===== src/rtl/imm_ext_ctrl.sv =====
// Decode-stage immediate extension feeding a 2-entry skid queue toward ID/EX.
// Operands are extended on the input side and popped in order. err is sticky.
module imm_ext_ctrl #(
    parameter int DEPTH = 2,
    parameter int TAGW  = 4
) (
    input  logic            clk,
    input  logic            rst,
    input  logic            in_valid,
    output logic            in_ready,
    input  logic [2:0]      ext_sel,
    input  logic [15:0]     instr,
    input  logic            cond_in,
    input  logic [TAGW-1:0] tag_in,
    output logic            out_valid,
    input  logic            out_ready,
    output logic [15:0]     imm_out,
    output logic [TAGW-1:0] tag_out,
    input  logic            flush,
    output logic            err,
    input  logic            err_clr,
    output logic [1:0]      occupancy
);

    localparam logic [1:0] FULL_CNT = 2'(DEPTH);

    function automatic logic [15:0] extend_imm(input logic [2:0]  sel,
                                               input logic [15:0] ins,
                                               input logic        cond);
        logic [15:0] res;
        case (sel)
            3'd0:    res = {15'd0, cond};
            3'd1:    res = {11'd0, ins[4:0]};
            3'd2:    res = {{11{ins[4]}}, ins[4:0]};
            3'd3:    res = {8'd0, ins[7:0]};
            3'd4:    res = {{8{ins[7]}}, ins[7:0]};
            3'd5:    res = {{5{ins[10]}}, ins[10:0]};
            3'd6:    res = 16'h0000;
            default: res = 16'h0000;
        endcase
        return res;
    endfunction

    logic [15:0]     imm_mem_r [0:1];
    logic [TAGW-1:0] tag_mem_r [0:1];
    logic            wr_ptr_r;
    logic            rd_ptr_r;
    logic [1:0]      count_r;
    logic            err_r;

    logic [15:0]     ext_s;
    logic            illegal_s;
    logic            accept_s;
    logic            pop_s;
    logic            in_ready_s;
    logic            out_valid_s;

    // Input-side extension and handshake qualification.
    always_comb begin
        ext_s       = extend_imm(ext_sel, instr, cond_in);
        illegal_s   = (ext_sel == 3'd7);
        in_ready_s  = (count_r < FULL_CNT);
        out_valid_s = (count_r != 2'd0);
        accept_s    = in_valid && in_ready_s;
        pop_s       = out_valid_s && out_ready;
    end

    assign in_ready  = in_ready_s;
    assign out_valid = out_valid_s;
    assign occupancy = count_r;
    assign imm_out   = imm_mem_r[rd_ptr_r];
    assign tag_out   = tag_mem_r[rd_ptr_r];
    assign err       = err_r;

    // Queue storage, pointers and occupancy; flush outranks accept and pop.
    always_ff @(posedge clk or posedge rst) begin
        if (rst) begin
            for (int i = 0; i < 2; i++) begin
                imm_mem_r[i] <= 16'h0000;
                tag_mem_r[i] <= '0;
            end
            wr_ptr_r <= 1'b0;
            rd_ptr_r <= 1'b0;
            count_r  <= 2'd0;
        end else if (flush) begin
            wr_ptr_r <= 1'b0;
            rd_ptr_r <= 1'b0;
            count_r  <= 2'd0;
        end else begin
            if (accept_s) begin
                imm_mem_r[wr_ptr_r] <= ext_s;
                tag_mem_r[wr_ptr_r] <= tag_in;
                wr_ptr_r            <= ~wr_ptr_r;
            end
            if (pop_s) begin
                rd_ptr_r <= ~rd_ptr_r;
            end
            case ({accept_s, pop_s})
                2'b10:   count_r <= count_r + 2'd1;
                2'b01:   count_r <= count_r - 2'd1;
                default: count_r <= count_r;
            endcase
        end
    end

    // Sticky illegal-select flag; a dropped (flushed) request cannot set it.
    always_ff @(posedge clk or posedge rst) begin
        if (rst) begin
            err_r <= 1'b0;
        end else if (accept_s && illegal_s && !flush) begin
            err_r <= 1'b1;
        end else if (err_clr) begin
            err_r <= 1'b0;
        end
    end

endmodule


===== config.mk =====
export PLATFORM = sky130hd
export DESIGN_NAME = imm_ext_ctrl
export DESIGN_NICKNAME = d
export VERILOG_FILES = /design/src/rtl/imm_ext_ctrl.sv
export SDC_FILE = /design/constraint.sdc
export NUM_CORES = 1
export LEC_CHECK = 0
export BUFFER_PORTS_ARGS = -buffer_cell sky130_fd_sc_hd__buf_2
export CAP_MARGIN = 20
export CORE_AREA = 2 2 47 82
export DETAILED_ROUTE_END_ITERATION = 7
export DIE_AREA = 0 0 49 84
export HOLD_SLACK_MARGIN = 0.12
export PLACE_DENSITY = 0.85
export SYNTH_ARGS = -nofsm -noshare
export SYNTH_HDL_FRONTEND = slang
export SYNTH_SLANG_ARGS = --single-unit
export TNS_END_PERCENT = 10

===== constraint.sdc =====
create_clock -name clk -period 2.9 [get_ports clk]
set_input_delay 0.145 -clock clk [delete_from_list [all_inputs] [get_ports clk]]
set_output_delay 0.145 -clock clk [all_outputs]
set_load 0.005 [all_outputs]

==> Yosys cells after proc, flatten, opt, wreduce, memory -nomap -nowiden <==
Index checks and enable logic that the tools add are counted.
{ "op_classes": {"n_mux": 21, "n_eq_ne": 8, "order_cmp": 4, "reduce_logical": 13, "addsub": 2, "n_bitwise": 5} }
{ "ops": {"columns": ["operator", "count"], "rows": [
  ["case mux 16 bit (6 select lines)", 1],
  ["2-to-1 mux 16 bit", 4],
  ["bitwise mux 32 bit", 1],
  ["demux 16 bit (select 1 bit)", 1],
  ["2-to-1 mux 4 bit", 4],
  ["== test 3 bit, second input constant", 3],
  ["bitwise mux 8 bit", 1],
  ["nonzero test 2 bit", 4],
  ["== test 3 x 2 -> 1 bit, second input constant", 2],
  ["2-to-1 mux 1 bit", 6],
  ["logical AND 1 bit", 5],
  ["demux 4 bit (select 1 bit)", 1],
  ["greater-or-equal comparator 2 bit, second input constant", 2],
  ["inverter 1 -> 2 bit", 2],
  ["case mux 2 bit (2 select lines)", 1],
  ["== test 3 x 1 -> 1 bit, second input constant", 1],
  ["logical NOT 3 bit", 1],
  ["inverter 1 bit", 3],
  ["nonzero test 3 bit", 1],
  ["adder 2 x 1 -> 2 bit, second input constant", 1],
  ["== test 2 x 1 -> 1 bit, second input constant", 1],
  ["== test 2 bit, second input constant", 1],
  ["< comparator 2 x 1 -> 1 bit, second input constant", 1],
  ["< comparator 2 bit, second input constant", 1],
  ["other kinds (4)", 4]
]} }
{ "totals": {"ff_bits": 45, "wordCells": 61} }

==> Depth between registers and ports, before layout <==
Gate-level depths: netlist of the first run.
{ "depth": {"depth_word": 6, "ltp_mapped": 6} }

==> Worst setup path before layout of the first run <==
OpenSTA, ideal clock, no wires.
{ "synth_timing": {"path_kind": "register -> register", "start": "reg count_r[1] (netlist: occupancy[1])", "end": "reg tag_mem_r[4] (netlist name)", "path_stages_with_launch": 4, "path_slack_ns": 1.411, "t_arrival_ns": 1.365, "t_required_ns": 2.775, "path_cell_list": "dfrtp_1 buf_6 nor4b_4 mux2_2"} }
{ "synth_via": {"elab_chain_cells": 3} }
{ "synth_lines": {"columns": ["item", "line_no", "rtl"], "rows": [
  ["start: declaration", "48", "logic [1:0] count_r;"],
  ["start signal: assignment", "99", "2'b10: count_r <= count_r + 2'd1;"],
  ["start signal: assignment", "100", "2'b01: count_r <= count_r - 2'd1;"],
  ["start signal: assignment", "101", "default: count_r <= count_r;"],
  ["< comparator 2 bit", "62", "in_ready_s = (count_r < FULL_CNT);"],
  ["logical AND 1 bit", "64", "accept_s = in_valid && in_ready_s;"],
  ["AND reduction 2 bit (no line)", null, null],
  ["end signal: indexed assignment", "92", "tag_mem_r[wr_ptr_r] <= tag_in;"],
  ["end: declaration", "45", "logic [TAGW-1:0] tag_mem_r [0:1];"]
]} }
Every way passes these cells.
A chain may end at the register's enable or synchronous reset.

==> Worst setup path in the final report of the first run <==
{ "layout_timing": {"start": "reg count_r[1] (netlist: occupancy[1])", "end": "reg imm_mem_r[20] (netlist name)"} }
{ "layout_via": {"elab_chain_cells": 3} }
{ "layout_lines": {"columns": ["item", "line_no", "rtl"], "rows": [
  ["< comparator 2 bit", "62", null],
  ["logical AND 1 bit", "64", null],
  ["AND reduction 2 bit (no line)", null, null],
  ["end signal: indexed assignment", "91", "imm_mem_r[wr_ptr_r] <= ext_s;"],
  ["end: declaration", "44", "logic [15:0] imm_mem_r [0:1];"]
]} }
Every way passes these cells.

==> results by group, run 1 <==
CTS
  • Clock latency of the later-clocked register in the worst-skew pair: 280 ps
  • Hold bufs inserted after CTS: 9
  • Number of levels in the clock H-tree: 2
  • Number of clock sinks: 35
  • Clock Path Buffers: 2
  • Cts bufs inserted: 5
  • Clock tree root buffer cell: clkbuf_8
  • Clk pin slew, worst setup/hold paths: 70 ps
  • CTS tree: built
  • Number of setup buffers added after CTS: 0
  • Post-CTS resize count: 0

Logic synthesis
  • Fraction of post-synthesis cell area in the top cell type by area: 0.477
  • Async set-or-reset flop fraction in the synthesized netlist: 1.00
  • Sequential fraction of the synthesis area: 0.477
  • Netlist Area Pre-Place: 1840 um^2
  • Post-synthesis cell type with the largest combined area: dfrtp_1
  • Share of synthesized area spent on multiplexers: 0.159
  • Post-synth EDFFs: 0
  • Combinational family with the most area after synthesis: multiplexers
  • Area share of xor/xnor cells in the synthesized design: 0.00954
  • Number of warnings reported in the yosys synthesis log: 0
  • Cells after Synth: 173
  • Synthesized net count: 203
  • Prevailing post-synth register cell: dfrtp_1
  • Post-synthesis cell type count: 31
  • Share of synthesized cell area in and, or, nand and nor gates: 0.122
  • Average footprint of a synthesized cell: 10.6 um^2
  • Total of flip-flops plus latches after synthesis: 35
  • Area share of fa/ha/maj cells after synthesis: 0
  • Most area-consuming cells after synthesis: dfrtp_1, mux2_2, nor2_1
  • Compound-Gate Fraction of Synth Area: 0.151

GRT
  • First-pass GRT wire length: 6.24 mm
  • Maximum number of pins on one net before global-route repair: 36
  • Total global-route track usage: 0.198
  • Antenna violations before repair: 0
  • Vias in the first global route: 1,406
  • Leftover overflow at the end of global routing: 0

Floorplan
  • Total core area: 3520 um^2
  • Starting utilization of the core area: 0.522
  • Ports: 55
  • Number of rows created at floorplan: 29
  • Overall die height: 84 um
  • Die boundary width: 49 um
  • Floorplan die area: 4120 um^2

STA
  • Worst slew margin relative to its limit: 0.405
  • Number of max-slew violations in the final report: 0
  • Share of the clock period used by the worst path: 0.652
  • Slew of the pin with the lowest slew margin: 888 ps
  • Setup Viol. Count Final: 0
  • Final TNS setup: 0 ps
  • RSZ-0062 raised after global routing: false
  • Hold violation total from the final report: 0
  • Final critical-path required period: 1890 ps
  • Max frequency: 529 MHz
  • Worst clock skew on the final layout: 5.70 ps
  • Setup slack of the critical path after layout: 1010 ps

Placed design
  • HPWL Detailed: 2.63 mm
  • RD Place Congestion: 0.785
  • Minimum setup slack after placement: 1020 ps
  • Number of buffer cells added on primary ports: 49

Power
  • Part of the power in combinational logic: 0.277
  • Switching part of the total: 0.290
  • Worst IR drop on VDD: 378 uV
  • Pwr/cell area: 641 nW/um^2
  • Switch Pwr: 0.000416 W
  • Leakage component of the power: 1.02 nW
  • Fraction of power consumed by sequential logic: 0.478
  • Internal power summed over all cells: 0.00102 W
  • Clk pwr share: 0.245

Drt
  • Number of optimization iterations in the first detailed-route pass: 4
  • DRT iter0 DRCs: 26
  • Sum of met2 wire segment lengths after detailed routing: 2.16 mm
  • Via/cell ratio: 5.38
  • Routed wire length on met3: 160 um
  • Post-route antenna net violation count: 0
  • Detailed-route DRC error count: 0
  • Final Routed Wirelength: 3.88 mm
  • WL per Instance: 14.2 um
  • Total via count after detailed routing: 1,469
  • Max Used Layer: met4
  • Length of routed wiring on met1: 1.46 mm

Worst setup path
  • Startpoint of the worst register-to-register path: occupancy[1]
  • Reg2Reg Depth: 4
  • Endpoint of the most critical register-to-register path: imm_mem_r[20]
  • Crit end category: flip-flop
  • Data arrival at the endpoint of the critical path: 2100 ps
  • Reg2Reg Setup Slack: 1010 ps
  • Type of origin of the critical path: flip-flop
  • Required time of the worst setup path: 3110 ps
  • Setup CP Type: flip-flop to flip-flop
  • Largest fanout on the critical path: 15

Cells and area
  • Area of all sequential standard cells: 876 um^2
  • Number of inserted diodes: 0
  • Share of final-layout standard cells stronger than drive strength 1: 0.427
  • P&R area growth vs syn: 21.9%
  • Combined area of the multi-input logic cells: 811 um^2
  • Layout fillers: 315
  • NumNets Final: 257

Hold path
  • Min-Delay Endpoint: occupancy[1]
  • Worst hold start: flush
  • Worst Hold Depth: 2
  • Type of the most critical hold path: input pin to flip-flop

Outcome
  • Status: completed

Job
  • Total of max-cap violations: 0
[state kept, by name, indices dropped and copies added (netlist names)]
register / cells
tag_mem_r: 8
rd_ptr_r: 1
wr_ptr_r: 1
err: 1
occupancy: 2
imm_mem_r: 22
[worst max-delay path by stage]
stage	start	end	slack, ps	depth (start not counted)
3_5_place_dp	occupancy[1]	imm_mem_r[20]	1020	4
4_1_cts	occupancy[1]	imm_mem_r[20]	990	4
2_1_floorplan	occupancy[1]	tag_mem_r[4]	1410	3
5_1_grt	occupancy[1]	imm_mem_r[30]	880	4
6_report	occupancy[1]	imm_mem_r[20]	1010	4
3_3_place_gp	occupancy[1]	tag_mem_r[6]	1040	2
[logic make-up (layout without fill, tap and decap cells)]
| kind of cell | Yosys count | after routing |
|---|---|---|
| compound gates | 41 | 41 |
| mux | 26 | 26 |
| simple gates | 42 | 42 |
| xor+xnor | 2 | 2 |
| buf+inv | 27 | 81 |
| flops | 35 | 35 |
[layout by cell type, fill, tap and decap left out]
cell           count
a31oi_1            3
o21ai_2            1
a21o_1             1
inv_1             13
or2b_1             1
nor4bb_1           1
nand2b_1           1
a21oi_2            6
buf_2             49
xor2_1             2
dfrtp_1           35
nand4b_1           1
a21oi_1           11
nor4b_4            1
o211ai_1           1
nor2b_1            4
dlygate4sd3_1      9
and4bb_2           1
nor2_1            16
or2_2              1
o21ai_0            6
clkbuf_8           6
or3_1              1
mux2i_1            1
nand2_1           13
a22oi_1            3
mux2_2            25
o22ai_1            6
o22ai_2            3
clkinv_2           1
nor4b_1            1
buf_4              3
[routing by layer]
metal  track usage  vias up
li1              -      698
met1         0.222      710
met2         0.352       49
met3        0.0323       12
met4        0.0987        0
met5             0        -
[synth_stat cells, types with 3 or more instances]
| library cell | number |
|---|---|
| nor2_1 | 16 |
| nand2_1 | 13 |
| a22oi_1 | 3 |
| nor2b_1 | 4 |
| a31oi_1 | 3 |
| buf_6 | 3 |
| o21ai_0 | 6 |
| mux2_2 | 25 |
| inv_1 | 13 |
| a21oi_1 | 11 |
| buf_4 | 6 |
| o22ai_2 | 3 |
| buf_2 | 3 |
| dfrtp_1 | 35 |
| o22ai_1 | 6 |
| a21oi_2 | 6 |
[metrics by stage]
stage,instance area (um^2),hold WS [ps],util,total power [W],instances
after global placement,2060,259,0.585,0.00106,257
after CTS,2240,127,0.636,0.00144,273
after floorplan,1840,208,-,0.000960,173
after global routing,2240,134,0.636,0.00151,273
after detailed placement,2060,263,0.585,0.00108,257
final,2240,122,0.636,0.00144,273
[area by class of cell]
class	instances	area share
flip-flops and latches	35	0.391
inverters	13	0.0218
clock inverters	1	0.00224
clock buffers	6	0.0369
well taps	46	0.0257
repair buffers	61	0.160
multi-input cells	111	0.362
[critical path, cell delays in order (launching register included)]
cell,delay (ps)
dfrtp_1,500
nor4b_4,850
buf_4,300
nand2_1,70
o22ai_2,90
[power by group through the flow]
| stage | registers, W | clock network (W) | logic [W] |
|---|---|---|---|
| finish | 0.000686 | 0.000351 | 0.000398 |
| global route | 0.000699 | 0.000372 | 0.000443 |
| detailed placement | 0.000693 | 0 | 0.000389 |
| CTS | 0.000683 | 0.000356 | 0.000400 |
| global placement | 0.000684 | 0 | 0.000376 |
| floorplan | 0.000664 | 0 | 0.000296 |
(Power assumes the default switching activity.)
==> inputs of run 2 (changes only) <==
ABC_AREA = 1   (was default)
CORE_AREA = 2 2 51 89   (was 2 2 47 82)
DIE_AREA = 0 0 53 91   (was 0 0 49 84)
PLACE_DENSITY = 0.76   (was 0.85)
clock period = 1.6 ns   (was 2.9 ns; I/O delays follow)
==> results by group, run 2 <==
Logic synthesis
  • Post-synthesis cell type count: 19 (-39%)
  • Total of flip-flops plus latches after synthesis: 35 (unchanged)
  • Average footprint of a synthesized cell: 7.42 um^2 (-30%)
  • Fraction of post-synthesis cell area in the top cell type by area: 0.482 (+0.00525)
  • Cells after Synth: 245 (+42%)
  • Async set-or-reset flop fraction in the synthesized netlist: 1.00 (unchanged)
  • Most area-consuming cells after synthesis: dfrtp_1, nand2_1, o21ai_0
  • Number of warnings reported in the yosys synthesis log: 0 (unchanged)
  • Netlist Area Pre-Place: 1820 um^2 (-1.1%)
  • Post-synth EDFFs: 0 (unchanged)
  • Sequential fraction of the synthesis area: 0.482 (+0.00525)
  • Leading cell type by number of instances after synthesis: nand2_1
  • Post-synthesis cell type with the largest combined area: dfrtp_1
  • Synthesized net count: 275 (+35%)
  • Prevailing post-synth register cell: dfrtp_1
  • Leading cell types by count after synthesis: nand2_1, dfrtp_1, inv_1

Floorplan
  • Overall die height: 91 um (+8.3%)
  • Starting utilization of the core area: 0.446 (-0.0758)
  • Floorplan die area: 4820 um^2 (+17%)
  • Total core area: 4070 um^2 (+16%)
  • Number of rows created at floorplan: 31 (+6.9%)
  • Die boundary width: 53 um (+8.2%)
  • Ports: 55 (unchanged)

Worst setup path
  • Largest fanout on the critical path: 13 (-2)
  • Setup CP Type: flip-flop to output port
  • Reg2Reg Setup Slack: 280 ps (-730 ps)
  • Termination of the worst setup path: imm_out[14]
  • Data arrival at the endpoint of the critical path: 1340 ps (-760 ps)
  • Endpoint of the most critical register-to-register path: imm_mem_r[5]
  • Startpoint of the worst register-to-register path: occupancy[1]
  • Crit end category: output port
  • Reg2Reg Depth: 7 (+3)
  • Required time of the worst setup path: 1520 ps (-1590 ps)
  • Beginning of the critical path: rd_ptr_r
  • Type of origin of the critical path: flip-flop

GRT
  • First-pass GRT wire length: 6.75 mm (+8.1%)
  • Vias in the first global route: 1,598 (+14%)
  • Antenna violations before repair: 0 (unchanged)
  • Total global-route track usage: 0.188 (-0.00959)
  • Leftover overflow at the end of global routing: 0 (unchanged)
  • Maximum number of pins on one net before global-route repair: 36 (unchanged)

Drt
  • Length of routed wiring on met1: 1.60 mm (+9.3%)
  • Final Routed Wirelength: 3.87 mm (-0.13%)
  • Post-route antenna net violation count: 0 (unchanged)
  • DRT iter0 DRCs: 35 (+35%)
  • Number of optimization iterations in the first detailed-route pass: 5 (+1)
  • Total via count after detailed routing: 1,680 (+14%)
  • Sum of met2 wire segment lengths after detailed routing: 1.95 mm (-9.4%)
  • Detailed-route DRC error count: 0 (unchanged)
  • Max Used Layer: met4
  • Routed wire length on met3: 210 um (+31%)
  • WL per Instance: 11.0 um (-23%)
  • Via/cell ratio: 4.77 (-11%)

CTS
  • CTS tree: built
  • Number of setup buffers added after CTS: 0 (unchanged)
  • Clock Path Buffers: 2 (unchanged)
  • Cts bufs inserted: 5 (unchanged)
  • Number of levels in the clock H-tree: 2 (unchanged)
  • Number of clock sinks: 35 (unchanged)
  • Clock tree root buffer cell: clkbuf_8
  • Clock latency of the later-clocked register in the worst-skew pair: 290 ps (about the same)
  • Clk pin slew, worst setup/hold paths: 70 ps (about the same)

Cells and area
  • Number of inserted diodes: 0 (unchanged)
  • P&R area growth vs syn: 24.9%
  • NumNets Final: 333 (+30%)
  • Share of final-layout standard cells stronger than drive strength 1: 0.221 (-0.206)
  • Leading cell type in the layout, fill and taps excluded: nand2_1
  • Layout fillers: 430 (+37%)
  • Flip-flop count of the largest register after layout: 22 (unchanged)
  • Register containing the most flip-flops in the final layout: imm_mem_r
  • Most used cells in the layout excluding fill and tap cells: nand2_1, buf_2, dfrtp_1, inv_1, o21ai_0

Placed design
  • Number of buffer cells added on primary ports: 49 (unchanged)
  • HPWL Detailed: 2.66 mm (+1.3%)
  • RD Place Congestion: 0.777 (-1.1%)
  • Minimum setup slack after placement: 288 ps (-728 ps)

Power
  • Total power after layout: 0.00331 W (+130%)
  • Pwr/cell area: 1460 nW/um^2 (+130%)
  • Worst IR drop on VDD: 1050 uV (+180%)
  • Leakage component of the power: 1.33 nW (+30%)

Job
  • Total of max-cap violations: 0 (unchanged)

STA
  • Max frequency: 706 MHz
  • Number of max-slew violations in the final report: 0 (unchanged)
  • RSZ-0062 raised after global routing: false
  • Setup slack of the critical path after layout: 183 ps (-826 ps)
  • Final critical-path required period: 1420 ps
  • Hold violation total from the final report: 0 (unchanged)
  • Worst slew margin relative to its limit: 0.712 (+0.307)
  • Share of the clock period used by the worst path: 0.886
  • Setup Viol. Count Final: 0 (unchanged)
  • Final TNS setup: 0 ps (unchanged)
  • Hold slack final: 124 ps (+1.73 ps)
  • Slew of the pin with the lowest slew margin: 432 ps (-457 ps)
  • Worst clock skew on the final layout: 5.11 ps (-0.591 ps)

Outcome
  • Status: completed

Hold path
  • Type of the most critical hold path: input pin to flip-flop
-- run 2: repair_timing --
action | in CTS | in global routing
hold endpoints to repair | 50 | 0
hold buffers | 11 | 0
resized for setup | 0 | 0
-- run 2: cells by family after synthesis --
family,Yosys count,share of synthesized area
AND/OR/NAND/NOR,146,0.335
buffers and inverters,39,0.108
flip-flops,35,0.482
AO/OA/AOI/OAI,24,0.0703
XOR/XNOR,1,0.00482
-- run 2: power by group --
part	internal, W	switching, W	total, W
Sequential	0.00123	0.000182	0.00141
Combinational	0.000497	0.000640	0.00114
Clock	0.000456	0.000305	0.000761
-- run 2: layer usage --
metal  vias up  global-route usage
li1        864                   -
met1       758               0.229
met2        48               0.302
met3        10              0.0411
met4         0              0.0962
met5         -                   0
-- run 2: metrics by stage --
stage          cell area [um^2]  utilization  std cells
6_report                   2270        0.557        352
5_1_grt                    2270        0.557        352
4_1_cts                    2270        0.557        352
3_5_place_dp               2060        0.505        334
3_3_place_gp               2060        0.505        334
2_1_floorplan              1820            -        245
-- run 2: worst min-delay path by stage --
stage                     startpoint      endpoint  slack, ps  depth (start not counted)
after floorplan              err_clr           err        180                          1
final                       instr[1]  imm_mem_r[1]        120                          5
after detailed placement         rst  imm_mem_r[1]        200                          3
after global routing      ext_sel[1]           err        160                          3
after CTS                   instr[1]  imm_mem_r[1]        130                          5
after global placement           rst  imm_mem_r[1]        190                          3
-- run 2: layout make-up --
type,instances,area [um^2],share of cell area
timing repair buffer,64,385,0.170
clock buffer,6,72.6,0.0320
multi-input combinational,171,744,0.328
clock inverter,1,30.0,0.0132
tap,49,61.3,0.0270
inverter,26,100,0.0441
sequential,35,876,0.386
-- run 2: critical path, cell delays in order, from the launching register on --
cell and delay [ps]:
dfrtp_1 370, inv_1 290, nand2_1 100, nand2_1 140
buf_2 140
==> inputs of run 3 (changes only) <==
CORE_AREA = 2 2 66 68   (was 2 2 51 89)
DIE_AREA = 0 0 68 70   (was 0 0 53 91)
PLACE_DENSITY = 0.77   (was 0.76)
==> results by group, run 3 (synthesized netlist as in run 2, its figures left out) <==
Cells and area
  • Layout fillers: 419 (-2.6%)
  • Combined area of the multi-input logic cells: 744 um^2 (unchanged)
  • Non-filler instance count after layout: 353 (+0.28%)
  • NumNets Final: 332 (-0.30%)
  • Register containing the most flip-flops in the final layout: imm_mem_r
  • Share of final-layout standard cells stronger than drive strength 1: 0.219 (-0.00185)
  • P&R area growth vs syn: 22.9%
  • Number of inserted diodes: 0 (unchanged)
  • Area of all sequential standard cells: 876 um^2 (unchanged)
  • Leading cell type in the layout, fill and taps excluded: nand2_1
  • Most used cells in the layout excluding fill and tap cells: nand2_1, buf_2, dfrtp_1, inv_1, o21ai_0
  • Flip-flop count of the largest register after layout: 22 (unchanged)
  • Share of the core filled with cells: 0.539 (-0.0183)

Placed design
  • Minimum setup slack after placement: 250 ps (-38.7 ps)
  • Post-Place Cells: 337 (+0.90%)
  • HPWL Detailed: 2.77 mm (+4.0%)
  • RD Place Congestion: 0.728 (-6.2%)
  • Number of buffer cells added on primary ports: 49 (unchanged)

CTS
  • Clk pin slew, worst setup/hold paths: 60 ps (about the same)
  • Cts bufs inserted: 5 (unchanged)
  • Number of levels in the clock H-tree: 2 (unchanged)
  • Number of clock sinks: 35 (unchanged)
  • CTS tree: built
  • Clock latency of the later-clocked register in the worst-skew pair: 290 ps (about the same)
  • Clock Path Buffers: 2 (unchanged)
  • Clock tree root buffer cell: clkbuf_8
  • Post-CTS resize count: 0 (unchanged)
  • Number of setup buffers added after CTS: 0 (unchanged)

STA
  • Slew of the pin with the lowest slew margin: 430 ps (-1.34 ps)
  • Number of max-slew violations in the final report: 0 (unchanged)
  • Final critical-path required period: 1510 ps (+97.9 ps)
  • Worst slew margin relative to its limit: 0.713 (+0.000893)
  • Setup slack of the critical path after layout: 85.0 ps (-97.9 ps)
  • Hold slack final: 124 ps (+0.537 ps)
  • Hold violation total from the final report: 0 (unchanged)
  • Setup Viol. Count Final: 0 (unchanged)
  • Final TNS setup: 0 ps (unchanged)
  • Max frequency: 660 MHz (-6.5%)
  • RSZ-0062 raised after global routing: false
  • Share of the clock period used by the worst path: 0.947 (+0.0612)
  • Worst clock skew on the final layout: 3.62 ps (-1.49 ps)

Drt
  • Post-route antenna net violation count: 0 (unchanged)
  • WL per Instance: 10.8 um (-1.5%)
  • Final Routed Wirelength: 3.83 mm (-1.2%)
  • Total via count after detailed routing: 1,641 (-2.3%)
  • Detailed-route DRC error count: 0 (unchanged)
  • Number of optimization iterations in the first detailed-route pass: 4 (-1)
  • Via/cell ratio: 4.65 (-2.6%)
  • DRT iter0 DRCs: 63 (+80%)

Power
  • Switch Pwr: 0.00112 W (-0.99%)
  • Fraction of power consumed by sequential logic: 0.453 (+0.027)
  • Internal power summed over all cells: 0.00201 W (-7.7%)
  • Worst IR drop on VDD: 496 uV (-53%)
  • Pwr/cell area: 1400 nW/um^2 (-3.9%)
  • Switching part of the total: 0.356 (+0.0159)
  • Part of the power in combinational logic: 0.363 (+0.020)
  • Leakage component of the power: 1.32 nW (-1.2%)
  • Clk pwr share: 0.184 (-0.046)

Worst setup path
  • Data arrival at the endpoint of the critical path: 1740 ps (+400 ps)
  • Largest fanout on the critical path: 5 (-8)
  • Reg2Reg Setup Slack: 90 ps (-190 ps)
  • Setup CP Type: flip-flop to flip-flop
  • Crit end category: flip-flop
  • Required time of the worst setup path: 1830 ps (+310 ps)
  • Type of origin of the critical path: flip-flop

GRT
  • Maximum number of pins on one net before global-route repair: 36 (unchanged)
  • Leftover overflow at the end of global routing: 0 (unchanged)
  • Total global-route track usage: 0.195 (+0.00669)
  • First-pass GRT wire length: 6.96 mm (+3.2%)
  • Vias in the first global route: 1,641 (+2.7%)
  • Antenna violations before repair: 0 (unchanged)

Floorplan
  • Total core area: 4140 um^2 (+1.8%)
  • Floorplan die area: 4760 um^2 (-1.3%)
  • Starting utilization of the core area: 0.438 (-0.00768)
  • Number of rows created at floorplan: 24 (-23%)
  • Ports: 55 (unchanged)
  • Die boundary width: 68 um (+28%)
  • Overall die height: 70 um (-23%)

Job
  • Total of max-cap violations: 0 (unchanged)

Outcome
  • Status: completed

Hold path
  • Type of the most critical hold path: input pin to flip-flop
run 3: through the flow:
| step | cell area [um^2] | total power [W] |
|---|---|---|
| final | 2230 | 0.00313 |
| after global routing | 2230 | 0.00344 |
| after CTS | 2230 | 0.00318 |
| after detailed placement | 2060 | 0.00258 |
| after global placement | 2060 | 0.00252 |
| after floorplan | 1820 | 0.00217 |
run 3: layout make-up:
| class | instances | area share |
|---|---|---|
| multi-input combinational | 171 | 0.333 |
| sequential | 35 | 0.392 |
| timing repair buffer | 63 | 0.168 |
| inverter | 26 | 0.0448 |
| tap | 52 | 0.0291 |
| clock buffer | 6 | 0.0325 |
run 3: worst paths after layout:
kind,start,endpoint,depth (start not counted)
worst max-delay path,occupancy[1],err,6
worst min-delay path,cond_in,imm_mem_r[0],5
worst max register to register,occupancy[1],err,6
worst min register to register,imm_mem_r[3],imm_mem_r[3],2
max in group asynchronous,rst,imm_mem_r[21],4
min in group asynchronous,rst,wr_ptr_r,4
run 3: worst max-delay path, cell delays in order, from the launching register on:
cell           delay (ps)
dfrtp_1               430
inv_2                 100
nand2_4                70
nor2_4                130
nand4_1                90
o21ai_0                80
dlygate4sd3_1         560
run 3: what timing repair did:
item                                   4_1_cts  5_1_grt
endpoints found under the hold margin       47        0
setup endpoints to repair                    0        0
hold buffers                                10        0
run 3: per-layer routing:
layer / share of wire / track usage / vias up
met5: 0 / 0 / -
met4: 0.023 / 0.0911 / 0
met3: 0.050 / 0.0531 / 6
met2: 0.49 / 0.319 / 38
met1: 0.44 / 0.232 / 739
li1: - / - / 858
run 3: power groups by stage:
stage	sequential [W]	combinational [W]	clock (W)
after floorplan	0.00139	0.000781	0
after detailed placement	0.00144	0.00114	0
final	0.00142	0.00114	0.000575
after global placement	0.00142	0.00110	0
after CTS	0.00142	0.00116	0.000596
after global routing	0.00147	0.00134	0.000631
